## config.mk

```make
export PLATFORM = sky130hd
export DESIGN_NAME = vector_addsub_pipe
export DESIGN_NICKNAME = d
export VERILOG_FILES = /design/src/rtl/vector_addsub_pipe_pkg.sv /design/src/rtl/vector_addsub_lane.sv /design/src/rtl/vector_addsub_pipe.sv
export SDC_FILE = /design/constraint.sdc
export NUM_CORES = 1
export LEC_CHECK = 0
export ABC_AREA = 1
export BUFFER_PORTS_ARGS = -buffer_cell sky130_fd_sc_hd__buf_2
export CAP_MARGIN = 20
export CORE_MARGIN = 10
export CORE_UTILIZATION = 44
export CTS_BUF_LIST = sky130_fd_sc_hd__clkbuf_2 sky130_fd_sc_hd__clkbuf_4 sky130_fd_sc_hd__clkbuf_8
export CTS_CLUSTER_DIAMETER = 200
export DETAILED_ROUTE_END_ITERATION = 8
export PLACE_DENSITY = 0.76
export SLEW_MARGIN = 30
export SYNTH_ARGS = -nofsm -noshare
export SYNTH_HDL_FRONTEND = slang
export SYNTH_SLANG_ARGS = --single-unit
```

## constraint.sdc

```tcl
create_clock -name clk -period 10.4 [get_ports clk]
set_clock_uncertainty 0.2 [all_clocks]
set_input_delay 2.08 -clock clk [delete_from_list [all_inputs] [get_ports clk]]
set_output_delay 2.08 -clock clk [all_outputs]
set_load 0.02 [all_outputs]
```

## src/rtl/vector_addsub_pipe_pkg.sv

```systemverilog
// Shared constants for the vector add/subtract unit:
// instruction bit positions, default sizes, vector-length rule.
package vector_addsub_pipe_pkg;

  localparam int INSTR_VEC = 0;
  localparam int INSTR_SUB = 1;

  localparam int DEF_WIDTH = 64;
  localparam int DEF_NVREG = 8;
  localparam int DEF_VL_W  = 7;
  localparam int DEF_LAT   = 2;

  // A zero length field selects the maximum element count.
  function automatic int vl_len(input int vl, input int vl_w);
    return (vl == 0) ? (1 << (vl_w - 1)) : vl;
  endfunction

endpackage

```

## src/rtl/vector_addsub_lane.sv

```systemverilog
// Combinational add/subtract of one element, with the carry
// chain broken at the half-word boundary in packed mode.
module vector_addsub_lane
  import vector_addsub_pipe_pkg::*;
#(
  parameter int WIDTH = DEF_WIDTH
) (
  input  logic [WIDTH-1:0] a,
  input  logic [WIDTH-1:0] b,
  input  logic             sub,
  input  logic             packed_mode,
  output logic [WIDTH-1:0] y
);

  localparam int H = WIDTH / 2;

  logic [WIDTH-1:0] bx;
  logic [H:0]       lo;
  logic [H-1:0]     hi;
  logic             hi_cin;

  // Subtract is a + ~b + 1; packed lanes each take their own +1.
  always_comb begin
    bx     = sub ? ~b : b;
    lo     = {1'b0, a[H-1:0]} + {1'b0, bx[H-1:0]}
           + {{H{1'b0}}, sub};
    hi_cin = packed_mode ? sub : lo[H];
    hi     = a[WIDTH-1:H] + bx[WIDTH-1:H]
           + {{(H-1){1'b0}}, hi_cin};
    y      = {hi, lo[H-1:0]};
  end

endmodule

```

## src/rtl/vector_addsub_pipe.sv

```systemverilog
// Vector integer add/subtract unit: element sequencer,
// operand capture and a fixed-latency result pipeline.
module vector_addsub_pipe
  import vector_addsub_pipe_pkg::*;
#(
  parameter int WIDTH = DEF_WIDTH,
  parameter int NVREG = DEF_NVREG,
  parameter int VL_W  = DEF_VL_W,
  parameter int LAT   = DEF_LAT
) (
  input  logic                       clk,
  input  logic                       rst,
  input  logic                       i_start,
  input  logic [1:0]                 i_instr,
  input  logic                       i_packed,
  input  logic [VL_W-1:0]            i_vl,
  input  logic [WIDTH-1:0]           i_sj,
  input  logic [$clog2(NVREG)-1:0]   i_i,
  input  logic [$clog2(NVREG)-1:0]   i_j,
  input  logic [$clog2(NVREG)-1:0]   i_k,
  input  logic [NVREG*WIDTH-1:0]     i_vregs,
  output logic [WIDTH-1:0]           o_result,
  output logic                       o_valid,
  output logic [VL_W-2:0]            o_elem,
  output logic [$clog2(NVREG)-1:0]   o_dest,
  output logic                       o_busy,
  output logic                       o_reject
);

  localparam int RW = $clog2(NVREG);
  localparam int EW = VL_W - 1;
  localparam int NS = LAT - 1;

  logic [WIDTH-1:0] vreg [NVREG];

  for (genvar r = 0; r < NVREG; r++) begin : g_vr
    assign vreg[r] = i_vregs[r*WIDTH +: WIDTH];
  end

  logic [1:0]       instr_q;
  logic             pk_q;
  logic [WIDTH-1:0] sj_q;
  logic [RW-1:0]    i_q;
  logic [RW-1:0]    j_q;
  logic [RW-1:0]    k_q;
  logic [VL_W-1:0]  n_q;
  logic [VL_W-1:0]  cnt;
  logic [VL_W-1:0]  n_in;
  logic             issue;
  logic             cap_en;

  logic [1:0]       ins_sel;
  logic             pk_sel;
  logic [WIDTH-1:0] sj_sel;
  logic [RW-1:0]    dst_sel;
  logic [RW-1:0]    j_sel;
  logic [RW-1:0]    k_sel;
  logic [EW-1:0]    elem_sel;

  assign issue  = i_start & ~o_busy;
  assign cap_en = issue | o_busy;
  assign n_in   = VL_W'(vl_len(int'(i_vl), VL_W));

  // Element 0 reads the live selects; later elements the latched ones.
  always_comb begin
    ins_sel  = issue ? i_instr  : instr_q;
    pk_sel   = issue ? i_packed : pk_q;
    sj_sel   = issue ? i_sj     : sj_q;
    dst_sel  = issue ? i_i      : i_q;
    j_sel    = issue ? i_j      : j_q;
    k_sel    = issue ? i_k      : k_q;
    elem_sel = issue ? '0       : cnt[EW-1:0];
  end

  always_ff @(posedge clk) begin
    if (rst) begin
      o_busy   <= 1'b0;
      o_reject <= 1'b0;
      cnt      <= '0;
      n_q      <= '0;
      instr_q  <= '0;
      pk_q     <= 1'b0;
      sj_q     <= '0;
      i_q      <= '0;
      j_q      <= '0;
      k_q      <= '0;
    end else begin
      o_reject <= i_start & o_busy;
      if (issue) begin
        instr_q <= i_instr;
        pk_q    <= i_packed;
        sj_q    <= i_sj;
        i_q     <= i_i;
        j_q     <= i_j;
        k_q     <= i_k;
        n_q     <= n_in;
        cnt     <= VL_W'(1);
        o_busy  <= (n_in != VL_W'(1));
      end else if (o_busy) begin
        cnt <= cnt + VL_W'(1);
        if (cnt == n_q - VL_W'(1))
          o_busy <= 1'b0;
      end
    end
  end

  logic             cap_v;
  logic [WIDTH-1:0] cap_a;
  logic [WIDTH-1:0] cap_b;
  logic             cap_sub;
  logic             cap_pk;
  logic [EW-1:0]    cap_e;
  logic [RW-1:0]    cap_dst;

  always_ff @(posedge clk) begin
    if (rst) begin
      cap_v   <= 1'b0;
      cap_a   <= '0;
      cap_b   <= '0;
      cap_sub <= 1'b0;
      cap_pk  <= 1'b0;
      cap_e   <= '0;
      cap_dst <= '0;
    end else begin
      cap_v <= cap_en;
      if (cap_en) begin
        cap_a   <= ins_sel[INSTR_VEC] ? vreg[j_sel] : sj_sel;
        cap_b   <= vreg[k_sel];
        cap_sub <= ins_sel[INSTR_SUB];
        cap_pk  <= pk_sel;
        cap_e   <= elem_sel;
        cap_dst <= dst_sel;
      end
    end
  end

  logic [WIDTH-1:0] lane_y;

  vector_addsub_lane #(
    .WIDTH(WIDTH)
  ) u_lane (
    .a          (cap_a),
    .b          (cap_b),
    .sub        (cap_sub),
    .packed_mode(cap_pk),
    .y          (lane_y)
  );

  logic             st_v   [NS];
  logic [WIDTH-1:0] st_d   [NS];
  logic [EW-1:0]    st_e   [NS];
  logic [RW-1:0]    st_dst [NS];

  // Payload only moves with a valid, so idle outputs hold.
  always_ff @(posedge clk) begin
    if (rst) begin
      for (int s = 0; s < NS; s++) begin
        st_v[s]   <= 1'b0;
        st_d[s]   <= '0;
        st_e[s]   <= '0;
        st_dst[s] <= '0;
      end
    end else begin
      st_v[0] <= cap_v;
      if (cap_v) begin
        st_d[0]   <= lane_y;
        st_e[0]   <= cap_e;
        st_dst[0] <= cap_dst;
      end
      for (int s = 1; s < NS; s++) begin
        st_v[s] <= st_v[s-1];
        if (st_v[s-1]) begin
          st_d[s]   <= st_d[s-1];
          st_e[s]   <= st_e[s-1];
          st_dst[s] <= st_dst[s-1];
        end
      end
    end
  end

  assign o_valid  = st_v[NS-1];
  assign o_result = st_d[NS-1];
  assign o_elem   = st_e[NS-1];
  assign o_dest   = st_dst[NS-1];

endmodule
```

; Word level (Yosys, flattened, before mapping)
; Memory sizes are Yosys's and may differ from the RTL's.
; Index checks and enable logic that the tools add are counted.
[totals]
register_bits = 232
mem_bits_rw = 74
word_cells = 82
memories = 4
[memory_table]
columns = name, words, width, read_ports, rd_clocked_by_memory_dff, wr, line
row1 = st_d, 1, 64, 1, 0, 1, vector_addsub_pipe.sv:150  ; logic [WIDTH-1:0] st_d [NS];
row2 = st_e, 1, 6, 1, 0, 1, vector_addsub_pipe.sv:151  ; logic [EW-1:0] st_e [NS];
row3 = st_dst, 1, 3, 1, 0, 1, vector_addsub_pipe.sv:152  ; logic [RW-1:0] st_dst [NS];
row4 = st_v, 1, 1, 1, 0, 1, vector_addsub_pipe.sv:149  ; logic st_v [NS];
[classes]
add_sub_neg = 6
n_lt_le_gt_ge = 2
eq_ne = 2
mux = 36
bitwise = 7
reduce_logical = 7
[op_table]
columns = operator, count
row1 = 2-to-1 mux 64 bit, 8
row2 = binary-select mux 64 bit (select 3 bit), 2
row3 = inverter 64 bit, 1
row4 = OR reduction 64 bit, 1
row5 = adder 32 x 32 -> 33 bit, 1
row6 = adder 33 x 1 -> 33 bit, 1
row7 = adder 32 x 1 -> 32 bit, 1
row8 = adder 32 bit, 1
row9 = 2-to-1 mux 1 bit, 18
row10 = 2-to-1 mux 3 bit, 4
row11 = 2-to-1 mux 6 bit, 2
row12 = ">= comparator 4 bit, second input constant", 2
row13 = inverter 3 -> 4 bit, 2
row14 = "adder 7 x 1 -> 7 bit, second input constant", 1
row15 = == test 7 bit, 1
row16 = logical NOT 7 bit, 1
row17 = 2-to-1 mux 7 bit, 1
row18 = "!= test 7 x 1 -> 1 bit, second input constant", 1
row19 = "subtractor 7 x 1 -> 7 bit, second input constant", 1
row20 = OR reduction 6 bit, 1
row21 = OR reduction 3 bit, 1
row22 = bitwise AND 1 bit, 2
row23 = 2-to-1 mux 2 bit, 1
row24 = nonzero test 2 bit, 1
row25 = 4 further kinds, 4

; Depth between registers and ports, before layout
; Gate-level depths: netlist of run 1.
[depth]
ltp_word = 8
depth_mapped = 28

; By module
; From an unflattened synthesis of run 1, not the netlist that was laid out.
[hier_totals]
cells_unflattened = 4437
hier_area_um2 = 27005.9
[by_module_without_submodules]
columns = module, instances, cells_per_inst, area_each_um2
row1 = vector_addsub_pipe, 1, 3497, 22076.2
row2 = vector_addsub_lane, 1, 940, 4929.7

; Least setup slack after synthesis of run 1
; No wires, ideal clock.
[synth_path]
kind = input-to-reg
start = input port rst
end = memory st_d[0][0] (netlist name) (enable)
t_arrival_ns = 4.190
setup_slack_ns = 5.262
cell_stages = 5
n_path_buf = 3
cell_sequence = clkbuf_1 > inv_1 > clkbuf_1 > clkbuf_1 > nand2_1
[synth_via]
elab_chain_len = 4
[synth_lines]
columns = item, line
row1 = "start, declared", vector_addsub_pipe.sv:12  ; input logic rst,
row2 = 2-to-1 mux 1 bit, vector_addsub_pipe.sv:156  ; if (rst) begin
row3 = 2-to-1 mux 1 bit (implied by the code), vector_addsub_pipe.sv:166  ; st_d[0] <= lane_y;
row4 = OR reduction 64 bit (no source line), n/a
row5 = 2-to-1 mux 1 bit (no source line) *, n/a
row6 = "end, declared", vector_addsub_pipe.sv:150
; Mark *: on every way between the ends. The rest lies on a longest branch, timed or not.

; Final worst setup path of run 1
[layout_path]
start = input port i_start
end = register cap_a[21]
[layout_via]
elab_chain_len = 7
[layout_lines]
columns = item, line
row1 = "start, declared", vector_addsub_pipe.sv:13  ; input logic i_start,
row2 = bitwise AND 1 bit *, vector_addsub_pipe.sv:60  ; assign issue = i_start & ~o_busy;
row3 = 2-to-1 mux 3 bit, n/a
row4 = inverter 3 -> 4 bit (implied by the code), vector_addsub_pipe.sv:127  ; cap_a <= ins_sel[INSTR_VEC] ? vreg[j_sel] : sj_sel;
row5 = binary-select mux 64 bit (select 3 bit), vector_addsub_pipe.sv:127
row6 = 2-to-1 mux 64 bit (implied by the code) (2 in a row), vector_addsub_pipe.sv:127
row7 = 2-to-1 mux 64 bit, vector_addsub_pipe.sv:127
row8 = "end signal, assigned", vector_addsub_pipe.sv:127
row9 = "end, declared", vector_addsub_pipe.sv:108  ; logic [WIDTH-1:0] cap_a;
; Mark *: on every way between the ends. The rest lies on a longest branch, timed or not. The select of a mux whose other input is x is not followed.
; A chain may end at the register's enable or synchronous reset.

==> metrics.yaml, run 1 <==
cells_and_area:
  finalNonFillerCells: 5593
  nFillCells: 6072
  nets: 5411
  layout-drive-gt1-share_pct: 17.33
  final_core_area_utilization_pct: 52.01
  area.sequential_sq_um: 6860
  area_delta_synth_final_pct: 17.42
  multi_input_comb_area_sq_um: 16100
synthesis:
  synth.net_count: 4939
  synthesis.area_per_instance_sq_um: 6.102
  synthFlopType: "sky130_fd_sc_hd__dfxtp_1"
  synth_commonest_cells: "1223 x sky130_fd_sc_hd__nand2_1, 493 x sky130_fd_sc_hd__nand3_1, 471 x sky130_fd_sc_hd__inv_1"
  post-synth-top-area-fraction_pct: 17.88
  netlist_top_cells_area: "sky130_fd_sc_hd__dfxtp_1 18%, sky130_fd_sc_hd__nand2_1 18%, sky130_fd_sc_hd__nand3_1 9.5%, sky130_fd_sc_hd__o211ai_1 9.4%, sky130_fd_sc_hd__edfxtp_1 8.4%"
  synth_cells: 4276
  synthArstFlopShare_pct: 0
  ys_types: 37
  yosys_warnings: 0
  synth_enable_flop_cells: 73
  yosysMostFrequentCell: "sky130_fd_sc_hd__nand2_1"
  seq_area_frac_synth_pct: 26.28
  synth-seq-cells: 306
  mappedNetlistArea_sq_um: 26090
  synth.largest_area_cell: "sky130_fd_sc_hd__dfxtp_1"
timing:
  slew_headroom_pct: 21.44
  post-route-period-util_pct: 54.89
  timing_worst_slew_pin_value_ns: 1.178
  timing.hold.ws_ns: 0.2699
  worst_slack_ns: 4.691
  final-hold-violation-count: 0
  slew_viol_final: 0
  achievable-frequency_mhz: 175.2
  totalNegativeSetupSlack_ns: 0
  grt_setup_unrepaired: "no"
  min_period_ns: 5.709
  final-setup-viol-count: 0
clocking:
  tritoncts.num_buffers: 55
  tritoncts: "built"
  cts_hold_repair.buffers: 0
  worst_setup_hold_path_clk_slew_ns: 0.06
  post_cts.resized_instances: 0
  clock_sink_count: 306
  clkLatencyLatePin_ns: 0.70
  cts.repair_timing.setup_buffer_count: 0
  cts.htree.levels: 2
  cts-root-buf: "sky130_fd_sc_hd__clkbuf_8"
  clockBufferDepth: 3
die:
  die_width_um: 263.5
  floorplan.initialDensity_pct: 44.29
  num_io_pins: 674
  die_area_sq_um: 69440
  design.core.area_sq_um: 58910
  floorplan.rows: 89
  die_height_um: 263.5
placed_design:
  placement.io_buffers: 673
  dp.cells: 5463
  dpl.hpwl_um: 95710
  place_ws_ns: 4.140
  gp_routability_congestion: 1.040
grt:
  first_pass_grt_wire_length_um: 187100
  globalRoute.totalOverflow: 0
  grt_pass1_vias: 29018
  gr-usage-all-layers_pct: 34.40
  grt_max_degree: 203
  grt_antenna_before_repair: 37
setup_path:
  classification_of_the_worst_setup_path: "input pin to register"
  start_kind: "input pin"
  worstPathRequired_ns: 10.82
  data_arrival_critical_path_ns: 6.13
  end_kind: "register"
  crit_fanout: 140
power:
  cellPowerDensity_nw_per_um2: 152.1
  total_leakage_power_uw: 0.01578
  vdd_ir_drop_max_uv: 97.83
routing:
  drc_errors: 0
  drt_iter0_markers: 4436
  avgViaCountPerCell: 5.733
  detailedRoute.firstPassIterationCount: 6
  wirelength_um: 127500
  antenna_violating_nets_post_route: 0
  dr_total_vias: 32066
  detail_route.wl_per_cell_um: 22.80
status:
  status: "complete, no violations"
flow_run:
  cap_viol_max_count: 0
min_path:
  hold_class: "register to register"
-- path summary, 6_finish.rpt --
path         startpoint  cells past startpoint  slack [ns]           to
min reg2reg    cap_e[1]                      2        0.27     cap_e[1]
max reg2reg     cap_sub                     24        5.13  st_d[0][51]
min            cap_e[1]                      2        0.27     cap_e[1]
max             i_start                     13        4.69    cap_a[21]
-- flip-flops by register name, summed over array words and instances, names as in the netlist, 2 cells and up --
register  cells
st_dst        3
cnt           7
st_e          6
cap_dst       3
instr_q       2
cap_e         6
cap_a        64
i_q           3
cap_b        64
k_q           3
sj_q         64
n_q           7
j_q           3
st_d         64
-- report_power, final --
group	total (uW)	switching (uW)	internal, uW
logic	1930	1330	600
clock network	1270	570	704
registers	1460	107	1350
-- cell families (layout without fill, tap and decap cells) --
family | count (synthesis) | in the layout | synth area share (%)
DFF | 306 | 306 | 26.28
xor gates and xnor gates | 69 | 69 | 2.316
other | 0 | 25 | 0
adders and majority gates | 65 | 65 | 3.175
and+or+nand+nor | 2202 | 2202 | 34.40
muxes | 69 | 69 | 2.647
buffers and inverters | 763 | 1282 | 12.41
AOI/OAI and AO/OA | 802 | 802 | 18.77
-- routing by layer --
layer,global-route usage [%],vias up,share of wire [%]
met5,0,-,0.12
met4,16.51,20,5.2
met3,9.175,319,13
met2,48.36,2163,41
met1,47.62,14518,41
li1,-,15046,-
-- worst max-delay path, stage by stage --
cell,delay (ns)
sky130_fd_sc_hd__buf_2,0.15
sky130_fd_sc_hd__nand2_4,0.30
sky130_fd_sc_hd__buf_4,0.42
sky130_fd_sc_hd__nand2_2,0.19
sky130_fd_sc_hd__nand2_8,0.48
sky130_fd_sc_hd__inv_4,0.79
sky130_fd_sc_hd__buf_4,0.72
sky130_fd_sc_hd__nand2_1,0.11
sky130_fd_sc_hd__nand2_1,0.09
sky130_fd_sc_hd__nand2_1,0.05
sky130_fd_sc_hd__nand3_1,0.10
sky130_fd_sc_hd__nand3_1,0.25
sky130_fd_sc_hd__a21oi_1,0.21
-- final cells by class --
| cell class | instances | area share, % |
|---|---|---|
| inverters | 476 | 5.873 |
| flip-flops and latches | 306 | 22.39 |
| multi-input cells | 3207 | 52.54 |
| clock inverters | 17 | 0.4860 |
| well taps | 773 | 3.157 |
| clock buffers | 87 | 3.480 |
| repair buffers | 702 | 11.87 |
| diodes | 25 | 0.2042 |
-- cell usage in the layout (no fill, tap or decap), types with 4 or more instances in the layout --
cell / count
sky130_fd_sc_hd__nand2_1: 1221
sky130_fd_sc_hd__buf_2: 672
sky130_fd_sc_hd__nand3_1: 493
sky130_fd_sc_hd__inv_1: 467
sky130_fd_sc_hd__nor2_1: 440
sky130_fd_sc_hd__o211ai_1: 325
sky130_fd_sc_hd__dfxtp_1: 232
sky130_fd_sc_hd__o21ai_0: 228
sky130_fd_sc_hd__a21oi_1: 181
sky130_fd_sc_hd__edfxtp_1: 73
sky130_fd_sc_hd__mux2i_1: 69
sky130_fd_sc_hd__clkbuf_8: 66
sky130_fd_sc_hd__xor2_1: 65
sky130_fd_sc_hd__ha_1: 63
sky130_fd_sc_hd__o21ai_1: 44
sky130_fd_sc_hd__diode_2: 25
sky130_fd_sc_hd__buf_4: 24
sky130_fd_sc_hd__nor3_1: 21
sky130_fd_sc_hd__clkbuf_4: 21
sky130_fd_sc_hd__clkinv_2: 10
sky130_fd_sc_hd__nand4_1: 9
sky130_fd_sc_hd__o21bai_1: 6
sky130_fd_sc_hd__o21ai_4: 5
sky130_fd_sc_hd__xnor2_1: 4
sky130_fd_sc_hd__inv_4: 4
sky130_fd_sc_hd__o32ai_1: 4
sky130_fd_sc_hd__buf_6: 4
-- through the flow --
step | area [sq um] | total power (uW)
final | 30640 | 4659
after global routing | 30630 | 4897
after CTS | 30530 | 4604
after detailed placement | 29320 | 3332
after global placement | 29310 | 3326
after floorplan | 26090 | 2684
(Power assumes the default switching activity.)
==> run 2: changes to the inputs <==
--- a/config.mk
+++ b/config.mk
@@ -13,7 +13,7 @@
 export CTS_BUF_LIST = sky130_fd_sc_hd__clkbuf_2 sky130_fd_sc_hd__clkbuf_4 sky130_fd_sc_hd__clkbuf_8
 export CTS_CLUSTER_DIAMETER = 200
 export DETAILED_ROUTE_END_ITERATION = 8
-export PLACE_DENSITY = 0.76
+export PLACE_DENSITY = 0.79
 export SLEW_MARGIN = 30
 export SYNTH_ARGS = -nofsm -noshare
 export SYNTH_HDL_FRONTEND = slang
==> constraint.sdc (replaced) <==
create_clock -name clk -period 5.2 [get_ports clk]
set_clock_uncertainty 0.2 [all_clocks]
set_input_delay 1.04 -clock clk [delete_from_list [all_inputs] [get_ports clk]]
set_output_delay 1.04 -clock clk [all_outputs]
set_load 0.02 [all_outputs]
==> metrics.yaml, run 2 (synthesized netlist as in run 1, its figures left out) <==
grt:
  gr-usage-all-layers_pct: 33.03
  first_pass_grt_wire_length_um: 181100
  globalRouteMet2Util_pct: 48.58
  gr-usage-met1_pct: 45.93
  grt_max_degree: 186
  grt_pass1_vias: 28958
  grt_antenna_before_repair: 44
  grt.met3_usage_pct: 8.412
  grt.busiest_layer: "met2"
  globalRoute.totalOverflow: 0
cells_and_area:
  nFillCells: 6033
  area_delta_synth_final_pct: 18.43
  highest_count_cells_in_the_layout_ignoring_fill_and_taps: "1221 x sky130_fd_sc_hd__nand2_1, 672 x sky130_fd_sc_hd__buf_2, 493 x sky130_fd_sc_hd__nand3_1"
  nets: 5429
  area.sequential_sq_um: 6860
  layout-drive-gt1-share_pct: 17.57
  layout.cells.most_common: "sky130_fd_sc_hd__nand2_1"
  finalNonFillerCells: 5614
  multi_input_comb_area_sq_um: 16100
timing:
  slew_viol_final: 0
  final-hold-violation-count: 0
  slew_headroom_pct: 30.66
  grt_setup_unrepaired: "no"
  min_period_ns: 4.403
  timing_worst_slew_pin_value_ns: 1.040
  final-setup-viol-count: 0
  totalNegativeSetupSlack_ns: 0
  worst_slack_ns: 0.7973
  achievable-frequency_mhz: 227.1
  post-route-period-util_pct: 84.67
flow_run:
  cap_viol_max_count: 0
setup_path:
  worstPathRequired_ns: 5.38
  data_arrival_critical_path_ns: 4.58
  cp_common_cell: "sky130_fd_sc_hd__nand2_1"
  r2r.worst_path.cells: 23
  classification_of_the_worst_setup_path: "register to register"
  critPathMaxStageDelay_ns: 0.59
  critical_path.top_delay_family: "simple AND/OR/NAND/NOR gates"
  ff2ff_setup_slack_ns: 0.80
  regToRegEndpoint: "st_d[0][60]"
  cp_slowest_cell: "sky130_fd_sc_hd__dfxtp_4"
  regToRegStartpoint: "cap_sub"
  worstPathCellList: "buf_4 > xor2_1 > ha_1 > nand2_1 > nor2_1 > nand2_1 > nor2_1 > nand2_1 > nand3_1 > nand2_1 > nand3_1 > nand2_1 > fa_1 > inv_1 > nand2_1 > nand2_1 > nand3_1 > nand2_1 > nand2_1 > nand3_1 > nand2_1 > a21oi_1 > nor2_1"
  crit_fanout: 21
  start_kind: "register"
  worstPathBufferInverterCount: 2
  end_kind: "register"
min_path:
  hold_class: "register to register"
  timing.hold.worst.start: "cap_e[1]"
  hold_path_depth: 2
  min_delay_worst_endpoint: "cap_e[1]"
power:
  cellPowerDensity_nw_per_um2: 298.0
  vdd_ir_drop_max_uv: 254.5
  total_leakage_power_uw: 0.01590
clocking:
  cts.repair_timing.setup_buffer_count: 0
  clockBufferDepth: 3
  cts_hold_repair.buffers: 0
  cts-root-buf: "sky130_fd_sc_hd__clkbuf_8"
  tritoncts: "built"
  post_cts.resized_instances: 0
  clock_sink_count: 306
  worst_setup_hold_path_clk_slew_ns: 0.06
  cts.htree.levels: 2
  tritoncts.num_buffers: 51
  clkLatencyLatePin_ns: 0.66
routing:
  avgViaCountPerCell: 5.671
  dr_total_vias: 31839
  drt_iter0_markers: 4332
  wirelength_um: 122800
  detail_route.wl_per_cell_um: 21.87
  antenna_violating_nets_post_route: 0
  drc_errors: 0
  detailedRoute.firstPassIterationCount: 9
die:
  die_area_sq_um: 69440
  die_width_um: 263.5
  design.core.area_sq_um: 58910
  die_height_um: 263.5
  num_io_pins: 674
  floorplan.rows: 89
  floorplan.initialDensity_pct: 44.29
placed_design:
  gp_routability_congestion: 1.001
  place_ws_ns: 0.8565
  dpl.hpwl_um: 94010
  placement.io_buffers: 673
  dp.cells: 5485
status:
  status: "complete, no violations"
run 2: changes by cell type in the layout (fill, tap and decap cells not counted), sizes merged:
| cell | before | now |
|---|---|---|
| diode | 25 | 33 |
| buf | 702 | 724 |
| inv | 476 | 479 |
| clkbuf | 87 | 78 |
| clkinv | 13 | 9 |
| bufinv | 2 | 3 |
run 2: report_power, final:
group / total [uW] / internal (uW) / leakage (uW) / switching, uW
Combinational: 3920 / 1240 / 0.0126 / 2680
Clock: 2410 / 1340 / 0.000604 / 1070
Sequential: 2880 / 2700 / 0.00271 / 181
run 2: metrics by stage:
step | hold WS (ns) | instance area, sq um | total power, uW | utilization [%]
2_1_floorplan | 0.2411 | 26090 | 5367 | -
5_1_grt | 0.3048 | 30880 | 9681 | 52.42
3_5_place_dp | 0.2545 | 29650 | 6710 | 50.33
4_1_cts | 0.2643 | 30790 | 9108 | 52.27
3_3_place_gp | 0.2513 | 29590 | 6674 | 50.24
6_report | 0.2637 | 30900 | 9209 | 52.46
run 2: worst max path at each step:
stage	from	end	cells past startpoint
floorplan	rst	st_d[0][0]	5
global placement	cap_sub	st_d[0][60]	23
detailed placement	cap_sub	st_d[0][60]	23
CTS	cap_sub	st_d[0][60]	23
global route	cap_sub	st_d[0][52]	25
finish	cap_sub	st_d[0][60]	23
run 2: worst reg2reg max path, stage by stage, from the launching register on:
cell                      delay, ns
sky130_fd_sc_hd__dfxtp_4       0.59
sky130_fd_sc_hd__buf_4         0.32
sky130_fd_sc_hd__xor2_1        0.10
sky130_fd_sc_hd__ha_1          0.36
sky130_fd_sc_hd__nand2_1       0.14
sky130_fd_sc_hd__nor2_1        0.20
sky130_fd_sc_hd__nand2_1       0.10
sky130_fd_sc_hd__nor2_1        0.09
sky130_fd_sc_hd__nand2_1       0.07
sky130_fd_sc_hd__nand3_1       0.14
sky130_fd_sc_hd__nand2_1       0.07
sky130_fd_sc_hd__nand3_1       0.08
sky130_fd_sc_hd__nand2_1       0.08
sky130_fd_sc_hd__fa_1          0.43
sky130_fd_sc_hd__inv_1         0.13
sky130_fd_sc_hd__nand2_1       0.06
sky130_fd_sc_hd__nand2_1       0.19
sky130_fd_sc_hd__nand3_1       0.10
sky130_fd_sc_hd__nand2_1       0.14
sky130_fd_sc_hd__nand2_1       0.07
sky130_fd_sc_hd__nand3_1       0.17
sky130_fd_sc_hd__nand2_1       0.10
sky130_fd_sc_hd__a21oi_1       0.15
sky130_fd_sc_hd__nor2_1        0.06
run 2: cell type report:
| cell class | instances | share of cell area [%] |
|---|---|---|
| antenna | 33 | 0.2672 |
| multi-input combinational | 3207 | 52.09 |
| sequential | 306 | 22.20 |
| timing repair buffer | 724 | 12.80 |
| tap | 773 | 3.130 |
| clock buffer | 78 | 3.130 |
| inverter | 476 | 5.823 |
| clock inverter | 17 | 0.5547 |
run 2: per-layer routing:
layer,up-vias,wire length (um)
li1,15102,-
met1,14367,50990
met2,2098,52320
met3,260,15440
met4,12,3976
met5,-,66
